===== config.mk =====
export PLATFORM = sky130hd
export DESIGN_NAME = unified_mem_arbiter
export DESIGN_NICKNAME = d
export VERILOG_FILES = /design/src/rtl/core_pkg.sv /design/src/rtl/mem_arb_pick.sv /design/src/rtl/unified_mem_arbiter.sv
export SDC_FILE = /design/constraint.sdc
export NUM_CORES = 1
export LEC_CHECK = 0
export ABC_AREA = 1
export ABC_CLOCK_PERIOD_IN_PS = 1920
export CAP_MARGIN = 15
export CELL_PAD_IN_SITES_DETAIL_PLACEMENT = 1
export CELL_PAD_IN_SITES_GLOBAL_PLACEMENT = 1
export CORE_MARGIN = 5
export CORE_UTILIZATION = 23
export DETAILED_ROUTE_END_ITERATION = 7
export HOLD_SLACK_MARGIN = 0.02
export PLACE_DENSITY_LB_ADDON = 0.12
export SLEW_MARGIN = 20
export SYNTH_ARGS = -nofsm -noshare
export SYNTH_HDL_FRONTEND = slang
export SYNTH_SLANG_ARGS = --single-unit

===== constraint.sdc =====
create_clock -name clk -period 1.92 [get_ports clk]
set_input_delay 0.48 -clock clk [delete_from_list [all_inputs] [get_ports clk]]
set_output_delay 0.48 -clock clk [all_outputs]
set_load 0.03 [all_outputs]

===== src/rtl/core_pkg.sv =====
// Shared types and constants for the unified instruction/data memory arbiter.
package core_pkg;

   localparam int XLEN_DEFAULT = 32;

   // Byte-enable pattern used for fetches; sliced to XLEN/8 by the user (XLEN <= 128).
   localparam logic [15:0] IF_BE_ALL = 16'hFFFF;

   // Bit positions inside the one-hot grant vector produced by mem_arb_pick.
   localparam int GNT_I = 0;
   localparam int GNT_D = 1;

   typedef enum logic [2:0] {
      IDLE   = 3'd0,
      REQ_I  = 3'd1,
      WAIT_I = 3'd2,
      REQ_D  = 3'd3,
      WAIT_D = 3'd4
   } arb_state_e;

endpackage


===== src/rtl/mem_arb_pick.sv =====
// Combinational priority pick between fetch and data requests.
// Data wins unless fetch has been starved for the maximum streak; flush
// suppresses a fetch grant and also disables the starvation override.
module mem_arb_pick
   import core_pkg::*;
(
   input  logic       if_req,
   input  logic       d_req,
   input  logic       flush,
   input  logic       streak_at_max,
   output logic [1:0] gnt
);

   // One-hot grant: data first, fetch only when data is not taken.
   always_comb begin
      gnt        = 2'b00;
      gnt[GNT_D] = d_req && !(if_req && streak_at_max && !flush);
      gnt[GNT_I] = !gnt[GNT_D] && if_req && !flush;
   end

endmodule


===== src/rtl/unified_mem_arbiter.sv =====
// Single-port memory arbiter shared by the IF fetch port and MEM load/store port.
// One transaction outstanding at a time; data has priority with a streak
// counter guarding fetch against starvation; flush discards in-flight fetches.
// Optional performance counters: define UNIFIED_MEM_ARB_PERF_EN.
module unified_mem_arbiter
   import core_pkg::*;
#(
   parameter int XLEN         = XLEN_DEFAULT,
   parameter int MAX_D_STREAK = 4
) (
   input  logic              clk,
   input  logic              rst_n,
   input  logic              if_req,
   input  logic [XLEN-1:0]   if_addr,
   output logic              if_gnt,
   output logic              if_rvalid,
   output logic [XLEN-1:0]   if_rdata,
   input  logic              d_req,
   input  logic              d_we,
   input  logic [XLEN/8-1:0] d_be,
   input  logic [XLEN-1:0]   d_addr,
   input  logic [XLEN-1:0]   d_wdata,
   output logic              d_gnt,
   output logic              d_rvalid,
   output logic [XLEN-1:0]   d_rdata,
   input  logic              flush,
   output logic              mem_req,
   output logic              mem_we,
   output logic [XLEN/8-1:0] mem_be,
   output logic [XLEN-1:0]   mem_addr,
   output logic [XLEN-1:0]   mem_wdata,
   input  logic              mem_gnt,
   input  logic              mem_rvalid,
   input  logic [XLEN-1:0]   mem_rdata
`ifdef UNIFIED_MEM_ARB_PERF_EN
   ,
   output logic [XLEN-1:0]   perf_if_grants,
   output logic [XLEN-1:0]   perf_d_grants,
   output logic [XLEN-1:0]   perf_stall_cycles
`endif
);

   localparam int BW = XLEN / 8;
   localparam int SW = $clog2(MAX_D_STREAK + 1);
   localparam logic [SW-1:0] STREAK_MAX = SW'(MAX_D_STREAK);

   arb_state_e        state_q, state_d;
   logic [SW-1:0]     streak_q, streak_d;
   logic              discard_q, discard_d;
   logic [XLEN-1:0]   addr_q, addr_d;
   logic              we_q, we_d;
   logic [BW-1:0]     be_q, be_d;
   logic [XLEN-1:0]   wdata_q, wdata_d;

   logic [1:0]        pick_gnt;
   logic              streak_at_max;

   assign streak_at_max = (streak_q == STREAK_MAX);

   mem_arb_pick u_pick (
      .if_req        (if_req),
      .d_req         (d_req),
      .flush         (flush),
      .streak_at_max (streak_at_max),
      .gnt           (pick_gnt)
   );

   // Next-state, field capture, streak and discard tracking, grant pulses.
   always_comb begin
      state_d   = state_q;
      streak_d  = streak_q;
      discard_d = discard_q;
      addr_d    = addr_q;
      we_d      = we_q;
      be_d      = be_q;
      wdata_d   = wdata_q;
      if_gnt    = 1'b0;
      d_gnt     = 1'b0;
      case (state_q)
         IDLE: begin
            discard_d = 1'b0;
            if (rst_n && pick_gnt[GNT_D]) begin
               d_gnt    = 1'b1;
               addr_d   = d_addr;
               we_d     = d_we;
               be_d     = d_be;
               wdata_d  = d_wdata;
               state_d  = REQ_D;
               // Streak only grows while a fetch is actually being held off.
               if (!if_req) begin
                  streak_d = '0;
               end else if (!streak_at_max) begin
                  streak_d = streak_q + 1'b1;
               end
            end else if (rst_n && pick_gnt[GNT_I]) begin
               if_gnt   = 1'b1;
               addr_d   = if_addr;
               we_d     = 1'b0;
               be_d     = IF_BE_ALL[BW-1:0];
               wdata_d  = '0;
               streak_d = '0;
               state_d  = REQ_I;
            end
         end
         REQ_I: begin
            if (flush) begin
               discard_d = 1'b1;
            end
            if (mem_gnt) begin
               state_d = WAIT_I;
            end
         end
         WAIT_I: begin
            if (mem_rvalid) begin
               state_d   = IDLE;
               discard_d = 1'b0;
            end else if (flush) begin
               discard_d = 1'b1;
            end
         end
         REQ_D: begin
            if (mem_gnt) begin
               state_d = WAIT_D;
            end
         end
         WAIT_D: begin
            if (mem_rvalid) begin
               state_d = IDLE;
            end
         end
         default: begin
            state_d = IDLE;
         end
      endcase
   end

   // State and captured request fields; everything clears on reset.
   always_ff @(posedge clk) begin
      if (!rst_n) begin
         state_q   <= IDLE;
         streak_q  <= '0;
         discard_q <= 1'b0;
         addr_q    <= '0;
         we_q      <= 1'b0;
         be_q      <= '0;
         wdata_q   <= '0;
      end else begin
         state_q   <= state_d;
         streak_q  <= streak_d;
         discard_q <= discard_d;
         addr_q    <= addr_d;
         we_q      <= we_d;
         be_q      <= be_d;
         wdata_q   <= wdata_d;
      end
   end

   // Memory side: request is a state decode, forced low while reset is held.
   assign mem_req   = rst_n && ((state_q == REQ_I) || (state_q == REQ_D));
   assign mem_we    = we_q;
   assign mem_be    = be_q;
   assign mem_addr  = addr_q;
   assign mem_wdata = wdata_q;

   // Responses pass straight through; mem_rvalid outside a WAIT state is dropped.
   assign d_rvalid  = rst_n && mem_rvalid && (state_q == WAIT_D);
   assign if_rvalid = rst_n && mem_rvalid && (state_q == WAIT_I) && !discard_q && !flush;
   assign d_rdata   = mem_rdata;
   assign if_rdata  = mem_rdata;

`ifdef UNIFIED_MEM_ARB_PERF_EN
   logic [XLEN-1:0] perf_if_grants_q, perf_if_grants_d;
   logic [XLEN-1:0] perf_d_grants_q, perf_d_grants_d;
   logic [XLEN-1:0] perf_stall_cycles_q, perf_stall_cycles_d;

   // Wrapping event counters for grants and fetch stall cycles.
   always_comb begin
      perf_if_grants_d    = perf_if_grants_q + {{(XLEN-1){1'b0}}, if_gnt};
      perf_d_grants_d     = perf_d_grants_q + {{(XLEN-1){1'b0}}, d_gnt};
      perf_stall_cycles_d = perf_stall_cycles_q + {{(XLEN-1){1'b0}}, (if_req && !if_gnt)};
   end

   // Counter registers, cleared by reset.
   always_ff @(posedge clk) begin
      if (!rst_n) begin
         perf_if_grants_q    <= '0;
         perf_d_grants_q     <= '0;
         perf_stall_cycles_q <= '0;
      end else begin
         perf_if_grants_q    <= perf_if_grants_d;
         perf_d_grants_q     <= perf_d_grants_d;
         perf_stall_cycles_q <= perf_stall_cycles_d;
      end
   end

   assign perf_if_grants    = perf_if_grants_q;
   assign perf_d_grants     = perf_d_grants_q;
   assign perf_stall_cycles = perf_stall_cycles_q;
`endif

endmodule


==> reports/results.md, run 1 <==
* 140.2 um — Die Ht
* 4 — Pre-Repair DR Iteration Count
* 0.0004037 V — peak supply drop
* 3 — CTS H-tree depth
* buffers and inverters — delay-heaviest family, CP
* 3 — Cells on Worst Hold Path
* 1.446 mW — NetSw
* 4.182 — post-DR vias/cell
* streak_q[1]$_SDFFE_PN0P_ — launching point of the worst reg2reg path
* 140.2 um — overall die width
* 0.3904 — sequential share of the synthesized area
* 0.06 ns — clk slew on worst S/H paths
* 0.06851 — global-route track usage on met3
* 4170 — vias in the first global route
* mem_addr[13]$_SDFFE_PN0P_ — worst reg2reg endpoint
* 0.1368 — global-route usage over all layers
* output port — kind of capture point of the worst setup path
* 51.20% — post-synthesis to final-layout area growth
* sky130_fd_sc_hd__clkdlybuf4s50_1 — cell at the slowest stage of the critical path
* 76 — number of sinks on the clock net
* -0.2735 ns — pre-CTS WS
* 0.04761 ns — smallest setup slack after layout
* 9 — CTS buffer count
* clkdlybuf4s50_1 — Cell Chain, Critical Path
* 0.359 — Clk pwr share
* 814 — nets
* 0 — Final Hold Vio Count
* 0 — final global-route overflow total
* 278 — number of top-level pins
* 16580 um^2 — Std-Cell Core Area
* 534.1 MHz — Achievable Freq
* 0 — max-cap check violation count
* 0.1548 — met1 Resource Use GR
* 0.265 — part of the power in combinational logic
* 0.34 ns — Skew-Pair Late Insertion Delay
* 7.073 um^2 — syn avg cell area
* sky130_fd_sc_hd__clkbuf_16 — cell at the root of the clock tree
* 1.872 ns — min cycle time layout
* sky130_fd_sc_hd__dfxtp_1 — Post-synth top flop
* 0 — share of synthesized flip-flops with an asynchronous set or reset
* 0.9752 — post-route clock period utilization
* 3.295 mW — Internal Dissipation
* 4.741 mW — total power after layout
* 0.7160 — Worst slew margin
* sky130_fd_sc_hd__dfxtp_1 39%, sky130_fd_sc_hd__nand2_1 17%, sky130_fd_sc_hd__buf_4 13%, sky130_fd_sc_hd__nor2_1 7.9%, sky130_fd_sc_hd__o21ai_0 4.5% — main area contributors after synthesis
* 2 — maximum fanout count along the critical path
* 0 — Syn. warnings
* 0.3904 — portion of synthesized cell area occupied by the leading cell type
* 0.008830 ns — Fin Clk Skew
* 2 — clock tree buffer depth
* 12 — number of cells traversed by the worst register-to-register path
* 0.70 ns — stage delay of the slowest cell on the critical path
* 9946 um — half-perimeter wire length after detailed placement
* 181 — total of buffers placed on input and output ports
* 1.44 ns — Req. time, crit path
* 0.376 — fraction of power consumed by sequential logic
* 2.480 nW — leak pwr
* 40 — pin count of the biggest net entering global routing
* 76 — number of synthesized register bits
* 0 — antenna viol nets, final
* sky130_fd_sc_hd__nand2_1 — commonest non-fill, non-tap cell in the layout
* primary input to register — Min-Delay Path Class
* true — RSZ-0062 raised after global routing
* 0 — # DRC
* 3897 um^2 — cell area after technology mapping
* 0.4391 ns — worst hold slack
* 0.4260 ns — actual slew at the worst max-slew pin
* 0 — Final Max Slew Viols
* 1.39 ns — worst endpoint data arrival time
* 0 — setup-violating endpoint count in the final report
* 174 x sky130_fd_sc_hd__nand2_1, 167 x sky130_fd_sc_hd__clkdlybuf4s50_1, 82 x sky130_fd_sc_hd__nor2_1, 72 x sky130_fd_sc_hd__dfxtp_1, 35 x sky130_fd_sc_hd__o21ai_0 — leading cell types in the layout, fill and taps excluded
* 47 — number of rows created at floorplan
* state_q[1]$_SDFFE_PN0P_ — hold endpoint
* register — kind of start point of the critical path
* yes — CTS tree
* met2 — GR peak layer
* 3755 — total via count in the routed design
* 693 — total nets after synthesis
* 0.2240 — met2 Usage GRT
* 13260 um — Routed WL
* 0.3049 — switching share of power
* 21800 um — wire length of the first global-routing pass
* 1 — initial antenna violation count
* 14.77 um — Wirelength per Cell
* 804.5 nW/um^2 — power density over the cells
* 0.2350 — starting utilization of the core area
* sky130_fd_sc_hd__dfxtp_1 — Yosys top cell by area
* 0 — number of synthesized flops with an enable pin
* 19650 um^2 — area of the die
* 0.26 ns — setup slack on the worst flop-to-flop path
* rst_n — startpoint of the worst hold path
* 0.1285 — share of layout cells above drive strength 1
* 27 — Cell variety after synth
* 0.7908 — Placer Congestion
* 1 — Bufs and invs on worst path
* register to output port — critical path class
* 96 — 1st-iter DRT viols
* completed — run status
* 551 — Synth Instances
-- timing repair --
action	in CTS	in global routing
buffers inserted	2	0
setup endpoints to repair	4	6
hold buffers	0	0
pin swaps	3	1
gates resized for setup	14	9
-- flip-flops by register name, summed over array words and instances, names as in the netlist --
register,cells
discard_q,1
mem_addr,32
mem_be,4
mem_wdata,32
mem_we,1
state_q,3
streak_q,3
-- worst min-delay path: stages --
cell and delay [ns]:
sky130_fd_sc_hd__buf_2 0.10, sky130_fd_sc_hd__inv_2 0.06, sky130_fd_sc_hd__a21oi_1 0.10
-- synth_stat cells, types with 7 or more instances --
cell type	instances
sky130_fd_sc_hd__nand2_1	175
sky130_fd_sc_hd__nand2_2	13
sky130_fd_sc_hd__clkbuf_1	7
sky130_fd_sc_hd__dfxtp_1	76
sky130_fd_sc_hd__buf_6	8
sky130_fd_sc_hd__a21oi_2	10
sky130_fd_sc_hd__o21ai_0	35
sky130_fd_sc_hd__buf_2	11
sky130_fd_sc_hd__a21oi_1	27
sky130_fd_sc_hd__nand3_1	9
sky130_fd_sc_hd__buf_4	65
sky130_fd_sc_hd__nor2_1	82
sky130_fd_sc_hd__inv_1	12
-- kinds of logic (layout without fill, tap and decap cells) --
| kind of cell | after synthesis | in the layout | synth area share |
|---|---|---|---|
| buffers and inverters | 107 | 233 | 0.1856 |
| other | 0 | 1 | 0 |
| AO/OA/AOI/OAI | 74 | 74 | 0.1047 |
| flip-flops | 76 | 76 | 0.3904 |
| XOR/XNOR | 1 | 1 | 0.002248 |
| AND/OR/NAND/NOR | 291 | 291 | 0.3108 |
| adder cells (fa/ha/maj) | 2 | 2 | 0.006420 |
-- metal layers --
metal,up-vias,share of wire
met4,0,0.017
met3,26,0.10
met1,1678,0.42
met2,150,0.46
li1,1901,-
met5,-,0
-- worst max-delay path by stage --
stage	endpoint	cells past startpoint	start	slack, ns
3_5_place_dp	mem_addr[4]$_SDFFE_PN0P_	7	if_req	-0.27
3_3_place_gp	mem_wdata[3]$_SDFFE_PN0P_	10	if_req	-0.21
2_1_floorplan	d_rvalid	2	rst_n	0.20
4_1_cts	mem_wdata[0]	1	mem_wdata[0]$_SDFFE_PN0P_	0.009
5_1_grt	if_gnt	7	streak_q[0]$_SDFFE_PN0P_	-0.005
6_report	mem_wdata[3]	1	mem_wdata[3]$_SDFFE_PN0P_	0.05
-- area by class of cell --
type                       count  area (um^2)
sequential                    76         1526
multi-input combinational    368         1678
tap                          220        275.3
fill                        2019        10690
clock buffer                  10        229.0
inverter                      16        63.81
antenna                        1        2.502
clock inverter                 6        65.06
timing repair buffer         201         2053
-- power groups by stage --
stage | Combinational [mW] | Sequential [mW] | Clock (mW)
after floorplan | 0.666 | 2.04 | 0
after global placement | 1.25 | 1.81 | 0
after detailed placement | 1.27 | 1.82 | 0
after CTS | 1.28 | 1.78 | 1.77
after global routing | 1.37 | 1.80 | 1.83
final | 1.26 | 1.78 | 1.70
-- stage by stage --
step	util	TNS [ns]	cell area, um^2	cells
3_5_place_dp	0.3342	-13.81	5543	879
2_1_floorplan	-	0	3897	551
3_3_place_gp	0.3342	-11.42	5543	879
5_1_grt	0.3552	-0.004623	5891	897
6_report	0.3554	0	5893	898
4_1_cts	0.3541	0	5872	897
Power figures use the tool's default switching activity.
==> run 2, diff against run 1 <==
--- a/config.mk
+++ b/config.mk
@@ -12,9 +12,10 @@
 export CELL_PAD_IN_SITES_GLOBAL_PLACEMENT = 1
 export CORE_MARGIN = 5
 export CORE_UTILIZATION = 23
+export CTS_CLUSTER_SIZE = 12
 export DETAILED_ROUTE_END_ITERATION = 7
 export HOLD_SLACK_MARGIN = 0.02
-export PLACE_DENSITY_LB_ADDON = 0.12
+export PLACE_DENSITY_LB_ADDON = 0.25
 export SLEW_MARGIN = 20
 export SYNTH_ARGS = -nofsm -noshare
 export SYNTH_HDL_FRONTEND = slang
==> run 2 against run 1 <==
  * Cell area increased by 0.23%
  * Critical path depth did not move
  * Fmax decreased by 0.11%
  * Via count rose by 1.8%
  * Die area unchanged
  * Sequential cell count stayed put
  * Clock power is 5% higher
  * Register-to-register slack better by 0.03 ns
  * First-iteration DRC count shrank 18%
==> reports/results.md, run 2 (synthesis results as in run 1) <==
* 0.1298 — share of layout cells above drive strength 1, +0.001285
* 813.6 nW/um^2 — power density over the cells, +1.1%
* 4211 — vias in the first global route, +0.98%
* completed — run status
* 19650 um^2 — area of the die, unchanged
* 2 — clock tree buffer depth, unchanged
* 0 — hold-fix buffers at CTS, unchanged
* 140.2 um — overall die width, unchanged
* 37 — pin count of the biggest net entering global routing, -7.5%
* register — kind of start point of the critical path
* 0 — setup-violating endpoint count in the final report, unchanged
* 0 — antenna viol nets, final, unchanged
* 4 — Pre-Repair DR Iteration Count, unchanged
* 0.0003932 V — peak supply drop, -2.6%
* buffers and inverters — delay-heaviest family, CP
* clkdlybuf4s50_1 — Cell Chain, Critical Path
* 79 — 1st-iter DRT viols, -18%
* 0.1366 — global-route usage over all layers, -0.0001908
* 1.875 ns — min cycle time layout, +0.002131 ns
* primary input to register — Min-Delay Path Class
* 181 — total of buffers placed on input and output ports, unchanged
* sky130_fd_sc_hd__nand2_1 — commonest non-fill, non-tap cell in the layout
* sky130_fd_sc_hd__clkdlybuf4s50_1 — cell at the slowest stage of the critical path
* 0.7175 — Worst slew margin, +0.001506
* true — RSZ-0062 raised after global routing
* yes — CTS tree
* 0 — Final Max Slew Viols, unchanged
* 0.7909 — Placer Congestion, about the same
* 0 — # DRC, unchanged
* 15.01 um — Wirelength per Cell, +1.7%
* -0.2486 ns — pre-CTS WS, +0.02495 ns
* 0 — max-cap check violation count, unchanged
* 0.04548 ns — smallest setup slack after layout, -0.002131 ns
* 0 — number of diodes added for antenna fixing, -1
* 0 ns — final-layout setup total negative slack, unchanged
* 0.07 ns — clk slew on worst S/H paths, about the same
* sky130_fd_sc_hd__clkbuf_16 — cell at the root of the clock tree
* 5538 um^2 — Placed Instance Area, about the same
* 174 x sky130_fd_sc_hd__nand2_1, 164 x sky130_fd_sc_hd__clkdlybuf4s50_1, 82 x sky130_fd_sc_hd__nor2_1, 74 x sky130_fd_sc_hd__dfxtp_1, 35 x sky130_fd_sc_hd__o21ai_0 — leading cell types in the layout, fill and taps excluded
* 2 — maximum fanout count along the critical path, unchanged
* output port — kind of capture point of the worst setup path
* 0.72 ns — stage delay of the slowest cell on the critical path, +0.02 ns
* 0 — initial antenna violation count, -1
* 3 — CTS H-tree depth, unchanged
* 0 — Final Hold Vio Count, unchanged
* 21670 um — wire length of the first global-routing pass, -0.61%
* 0.3562 — final standard cell utilization of the core, +0.0008300
* 13480 um — Routed WL, +1.7%
* 1 — Bufs and invs on worst path, unchanged
* 0.9763 — post-route clock period utilization, +0.001110
* 2.515 nW — leak pwr, +1.4%
* 0.4237 ns — actual slew at the worst max-slew pin, -0.002259 ns
* 0.2350 — starting utilization of the core area, unchanged
* 4.255 — post-DR vias/cell, +1.8%
* 5907 um^2 — Post-Layout Inst Area, +0.23%
* 0.35 ns — Skew-Pair Late Insertion Delay, about the same
* 0.008907 ns — Fin Clk Skew, +0.00007717 ns
* 1.44 ns — Req. time, crit path, about the same
* 0 — final global-route overflow total, unchanged
* 140.2 um — Die Ht, unchanged
* 10210 um — half-perimeter wire length after detailed placement, +2.6%
* 533.5 MHz — Achievable Freq, -0.11%
* 278 — number of top-level pins, unchanged
* 1.39 ns — worst endpoint data arrival time, about the same
* 51.56% — post-synthesis to final-layout area growth
* 47 — number of rows created at floorplan, unchanged
* 1998 — count of filler cells inserted in the layout, -1.0%
* 16580 um^2 — Std-Cell Core Area, unchanged
* 3821 — total via count in the routed design, +1.8%
* 9 — CTS buffer count, unchanged
* register to output port — critical path class
* 815 — nets, +0.12%
* 76 — number of sinks on the clock net, unchanged
-- run 2: cell count changes in the layout (fill, tap and decap cells not counted), sizes merged --
cell,change
buf,+1
clkbuf,+1
clkdlybuf4s50,-3
clkinv,-1
diode,-1
dlygate4sd2,+2
dlymetal6s2s,+1
-- run 2: final cells by class --
type,instances,area (um^2),share of cell area
repair buffers,202,2048,0.3467
clock buffers,11,252.7,0.04279
flip-flops and latches,76,1524,0.2580
multi-input cells,368,1683,0.2849
inverters,16,63.81,0.01080
well taps,220,275.3,0.04660
clock inverters,5,60.06,0.01017
-- run 2: what timing repair did --
| action | CTS | global route |
|---|---|---|
| buffers inserted | 2 | 0 |
| endpoints found under the setup margin | 6 | 7 |
| resized for setup | 14 | 11 |
| pin swaps | 4 | 1 |
-- run 2: through the flow --
step	hold WS [ns]	power [mW]	std cells
after detailed placement	0.4569	3.077	880
after global routing	0.4510	5.085	898
after CTS	0.4268	4.932	898
after floorplan	0.4775	2.705	551
final	0.4443	4.806	898
after global placement	0.4470	3.047	880
-- run 2: power breakdown --
group          internal [mW]  leakage, nW  total, mW  switching [mW]
registers               1.71        0.625       1.78          0.0743
clock network           1.08        0.152       1.78           0.699
logic                  0.572         1.74       1.24           0.672
-- run 2: worst paths after layout --
check / startpoint / endpoint / slack [ns] / depth (start not counted)
worst max register to register: streak_q[1]$_SDFFE_PN0P_ / state_q[2]$_SDFFE_PN0P_ / 0.29 / 9
worst min-delay path: rst_n / state_q[1]$_SDFFE_PN0P_ / 0.44 / 3
worst max-delay path: mem_wdata[29]$_SDFFE_PN0P_ / mem_wdata[29] / 0.05 / 1
worst min register to register: mem_wdata[10]$_SDFFE_PN0P_ / mem_wdata[10]$_SDFFE_PN0P_ / 0.46 / 2
-- run 2: layer usage --
metal  vias up  track usage  routed length [um]
met5         -            0                   0
met2       135       0.2341                6648
met3        25      0.06305                1354
li1       1896            -                   -
met4         0      0.05456                 267
met1      1765       0.1459                5212
==> run 3, diff against run 2 <==
--- a/config.mk
+++ b/config.mk
@@ -12,7 +12,6 @@
 export CELL_PAD_IN_SITES_GLOBAL_PLACEMENT = 1
 export CORE_MARGIN = 5
 export CORE_UTILIZATION = 23
-export CTS_CLUSTER_SIZE = 12
 export DETAILED_ROUTE_END_ITERATION = 7
 export HOLD_SLACK_MARGIN = 0.02
 export PLACE_DENSITY_LB_ADDON = 0.25
==> results of run 3 <==
Final layout, timing and power as in run 2 (identical DEF).
